## src/rtl/store_buffer.sv

```systemverilog
`timescale 1ns/1ps
// store_buffer
// FIFO write buffer in front of data_memory in the MEM stage. Stores from
// EX/MEM are queued and retired one per cycle whenever the memory port is
// not needed by a load. Loads that hit a queued store are forwarded the
// youngest matching data so program order is preserved.
//
// Ports:
//   clk, rst_n          clock, asynchronous active-low reset
//   st_valid/addr/data  store request; st_ready = buffer can accept it
//   ld_valid/addr       load request
//   ld_hit/ld_fwd_data  load matched a queued store / youngest matching data
//   ld_stall            load must be held; the port is given to a drain
//   mem_*               data_memory address, write data, write and read strobes
//   count/empty/full    occupancy
module store_buffer #(
    parameter int DEPTH = 4,
    parameter int AW    = 13,
    parameter int DW    = 32
) (
    input  logic                       clk,
    input  logic                       rst_n,
    input  logic                       st_valid,
    input  logic [AW-1:0]              st_addr,
    input  logic [DW-1:0]              st_data,
    output logic                       st_ready,
    input  logic                       ld_valid,
    input  logic [AW-1:0]              ld_addr,
    output logic                       ld_hit,
    output logic [DW-1:0]              ld_fwd_data,
    output logic                       ld_stall,
    output logic [AW-1:0]              mem_addr,
    output logic [DW-1:0]              mem_write_data,
    output logic                       mem_write,
    output logic                       mem_read,
    output logic [$clog2(DEPTH):0]     count,
    output logic                       empty,
    output logic                       full
);

    localparam int PW = $clog2(DEPTH);
    localparam int CW = PW + 1;

    logic [PW-1:0]    head;
    logic [PW-1:0]    tail;
    logic [CW-1:0]    count_q;
    logic [AW-1:0]    ent_addr [DEPTH];
    logic [DW-1:0]    ent_data [DEPTH];
    logic [DEPTH-1:0] ent_valid;

    logic enq;
    logic drain;

    assign empty    = (count_q == '0);
    assign full     = (count_q == CW'(DEPTH));
    assign count    = count_q;
    assign st_ready = !full;

    // A full buffer claims the port even under load pressure so it always
    // makes forward progress; otherwise loads take priority.
    assign enq      = st_valid && st_ready;
    assign drain    = !empty && (!ld_valid || full);
    assign ld_stall = ld_valid && full && !empty;

    always_comb begin
        mem_write      = 1'b0;
        mem_read       = 1'b0;
        mem_addr       = '0;
        mem_write_data = '0;
        if (drain) begin
            mem_write      = 1'b1;
            mem_addr       = ent_addr[head];
            mem_write_data = ent_data[head];
        end else if (ld_valid) begin
            mem_read = 1'b1;
            mem_addr = ld_addr;
        end
    end

    // Walk from oldest to youngest so the last match wins; the entry being
    // drained this cycle is still valid and therefore still forwards.
    always_comb begin
        // NOTE: every output of a combinational block gets a default first so no latch is inferred.
        ld_hit      = 1'b0;
        ld_fwd_data = '0;
        for (int i = 0; i < DEPTH; i++) begin
            if (ld_valid && ent_valid[head + PW'(i)] &&
                ent_addr[head + PW'(i)] == ld_addr) begin
                ld_hit      = 1'b1;
                ld_fwd_data = ent_data[head + PW'(i)];
            end
        end
    end

    // Control state: pointers, occupancy and per-entry valid bits.
    always_ff @(posedge clk or negedge rst_n) begin
        if (!rst_n) begin
            // NOTE: sequential state uses non-blocking assignments so every register samples pre-edge values.
            head      <= '0;
            tail      <= '0;
            count_q   <= '0;
            ent_valid <= '0;
        end else begin
            if (enq) begin
                ent_valid[tail] <= 1'b1;
                tail            <= tail + 1'b1;
            end
            if (drain) begin
                ent_valid[head] <= 1'b0;
                head            <= head + 1'b1;
            end
            case ({enq, drain})
                2'b10:   count_q <= count_q + 1'b1;
                2'b01:   count_q <= count_q - 1'b1;
                default: count_q <= count_q;
            endcase
        end
    end

    // NOTE: the address/data array is not reset; the valid bits alone decide whether an entry is meaningful.
    always_ff @(posedge clk) begin
        if (enq) begin
            ent_addr[tail] <= st_addr;
            ent_data[tail] <= st_data;
        end
    end

endmodule

```

## config.mk

```make
export PLATFORM = sky130hd
export DESIGN_NAME = store_buffer
export DESIGN_NICKNAME = d
export VERILOG_FILES = /design/src/rtl/store_buffer.sv
export SDC_FILE = /design/constraint.sdc
export NUM_CORES = 1
export LEC_CHECK = 0
export CAP_MARGIN = 0
export CORE_MARGIN = 5
export CORE_UTILIZATION = 52
export DETAILED_ROUTE_END_ITERATION = 10
export HOLD_SLACK_MARGIN = 0.08
export PLACE_DENSITY = 0.86
export SLEW_MARGIN = 20
export SYNTH_ARGS = -nofsm -noshare
export SYNTH_HDL_FRONTEND = slang
export SYNTH_SLANG_ARGS = --single-unit
```

## constraint.sdc

```tcl
create_clock -name clk -period 4.5 [get_ports clk]
set_input_delay 0.45 -clock clk [delete_from_list [all_inputs] [get_ports clk]]
set_output_delay 0.45 -clock clk [all_outputs]
set_load 0.02 [all_outputs]
```

==> results.cfg <==
[clock_network]
path_clk_slew_ns = 0.07
insertion_delay_ns = 0.44
cts_buffers = 17
cts_root_buf = clkbuf_16
clock-sinks = 191
cts_buffer_depth = 2
htreeDepth = 4
cts_tree = built

[layout]
finish.utilization = 0.654
layout_common_cells = 180 x edfxtp_1, 171 x mux4_2, 115 x clkdlybuf4s50_1, 40 x nand2_1, 39 x buf_4
final_common_cell = edfxtp_1
fin_nets = 1012
drive_above_1_share = 0.380
final_cells = 1277
syn2layout_area_growth_pct = 23.3
diodes = 0
final.fill_count = 1665
postLayoutCellArea_sq_um = 16000

[critical_path]
r2r_end = count[2]
rr_worst_depth = 10
timing.rr.start = count[0]
cp.arrival_ns = 4.05
crit_fanout = 29
end_kind = output port
r2r_slack_ns = 1.95
cp_data_required_time_ns = 4.05
start_kind = flip-flop
path_class = flip-flop to output port

[yosys]
synth_area_leaders = edfxtp_1 42%, mux4_2 30%, a311oi_2 3.4%
synth-seq-area-share = 0.439
synth_top_area_share = 0.417
synth_nets = 880
synth_warnings = 0
synth_cell_types = 42
netlist_area_sq_um = 12900
ys_ff_latch = 191
async_flop_share = 0.0576
synthCells = 808
ys.flop_type = edfxtp_1
syn_area_per_cell_sq_um = 16.0
synth_edf_count = 180
yosys.area.top_type = edfxtp_1

[global_route]
grt_use_total = 0.243
grt_pass1_wl_mm = 52.9
grt_overflow = 0
grt_antenna_before_repair = 2
grt_max_degree = 54
grt_pass1_vias = 9014

[floorplan]
initial_utilization = 0.531
dieHeight_um = 168
rows = 57
die-area_sq_um = 28200
ios = 149
coreArea_sq_um = 24400
die_w_um = 168

[routing]
wl_per_cell_um = 26.8
route.vias.total = 8766
final_antenna_net_count = 0
post_drt_via_cell_ratio = 6.86
drt_drc_violations_left = 0
drt_pass1_iterations = 5
routed_wl_mm = 34.2
drtIter0Drc = 936

[hold_path]
hold_class = primary input to async pin

[timing]
setup_ws_ns = -0.000428
hold_viol = 0
slew_headroom = 0.335
setup_viol = 1
post-route-period-util = 1.00
rsz0062_at_grt = yes
hold_slack_ns = 0.374
period_needed_ns = 4.50
tightest_slew_ns = 0.997
slew_violations = 0
fin_skew_ns = 0.00804
timing.fmax_mhz = 222

[place]
dp_hpwl_mm = 22.0
finalWeightedCongestion = 0.806
dp_slack_ns = 0.0416
placed_area_sq_um = 15200
dp_cells = 1234
port_buffers = 148

[run]
drv_cap = 0

[power]
p_leak_uw = 0.00511
power_per_cell_area_nw_per_um2 = 662
vdd_drop_max_mv = 0.391

[run_status]
violations = setup timing
status = complete, but fails checks
-- worst max-delay path: stages, from the launching register on --
cell and delay [ns]:
dfrtp_4 0.46, buf_16 0.24, mux4_2 0.55, xnor2_1 0.30
o2111ai_1 0.19, or4_4 0.61, buf_4 0.27, nor4_1 0.54
a311oi_4 0.07, dlygate4sd2_1 0.34
-- layer usage --
| metal | up-vias | GRT usage | wire length (um) | part of all wire |
|---|---|---|---|---|
| li1 | 3643 | - | - | - |
| met1 | 4513 | 0.314 | 12200 | 0.36 |
| met2 | 524 | 0.413 | 17800 | 0.52 |
| met3 | 82 | 0.0581 | 3300 | 0.096 |
| met4 | 4 | 0.0723 | 867 | 0.025 |
| met5 | - | 0 | 26 | 0.00076 |
-- where the power goes --
part | switching (uW) | total (uW) | internal (uW)
logic | 3030 | 6410 | 3380
registers | 299 | 2680 | 2380
clock network | 692 | 1470 | 777
-- flip-flops by register name, summed over array words and instances (netlist names) --
name,count
ent_addr,52
head,2
ent_data,128
ent_valid,4
count,3
tail,2
-- cell type report --
cell class	instances	area [sq um]	area share
multi-input cells	517	7230	0.453
flip-flops and latches	191	5690	0.356
repair buffers	203	2030	0.127
clock buffers	20	437	0.0274
well taps	324	405	0.0254
clock inverters	12	128	0.00800
inverters	10	37.5	0.00235
-- synthesized netlist by cell type (all sizes together) (9+ instances only) --
master / n
nor4: 38
and2: 34
a22o: 13
buf: 53
xnor2: 39
nor2b: 33
nand3: 34
a311oi: 32
edfxtp: 180
inv: 10
mux4: 179
nand2: 40
xor2: 24
clkbuf: 37
dfrtp: 11
ha: 9
-- logic make-up (layout without fill, tap and decap cells) --
| family | after synthesis | in the layout | share of synthesized area |
|---|---|---|---|
| flops | 191 | 191 | 0.439 |
| simple gates | 201 | 201 | 0.0981 |
| xor+xnor | 63 | 63 | 0.0426 |
| compound gates | 56 | 56 | 0.0516 |
| buf+inv | 100 | 245 | 0.0389 |
| mux | 187 | 187 | 0.320 |
| fa+ha+maj | 10 | 10 | 0.0102 |
-- worst max path at each step --
stage,from,endpoint,slack (ns)
after floorplan,head[1],ld_fwd_data[10],0.01
after global placement,head[0],ld_fwd_data[18],0.14
after detailed placement,head[0],ld_fwd_data[21],0.04
after CTS,head[0],ld_fwd_data[7],-0.004
after global routing,head[0],ld_fwd_data[8],-0.09
final,head[0],ld_fwd_data[7],-0.0004
-- through the flow --
| stage | setup TNS [ns] | total power [uW] |
|---|---|---|
| floorplan | 0 | 7240 |
| global placement | 0 | 8700 |
| detailed placement | 0 | 8830 |
| CTS | -0.00534 | 10500 |
| global route | -0.493 | 11100 |
| finish | -0.000428 | 10600 |
-- what timing repair did --
item | in CTS | in global routing
cloned | 2 | 1
hold buffers | 0 | 0
setup buffers | 5 | 3
endpoints found under the setup margin | 34 | 29
pin swaps | 1 | 4
resized for setup | 56 | 42
(Power assumes the default switching activity.)
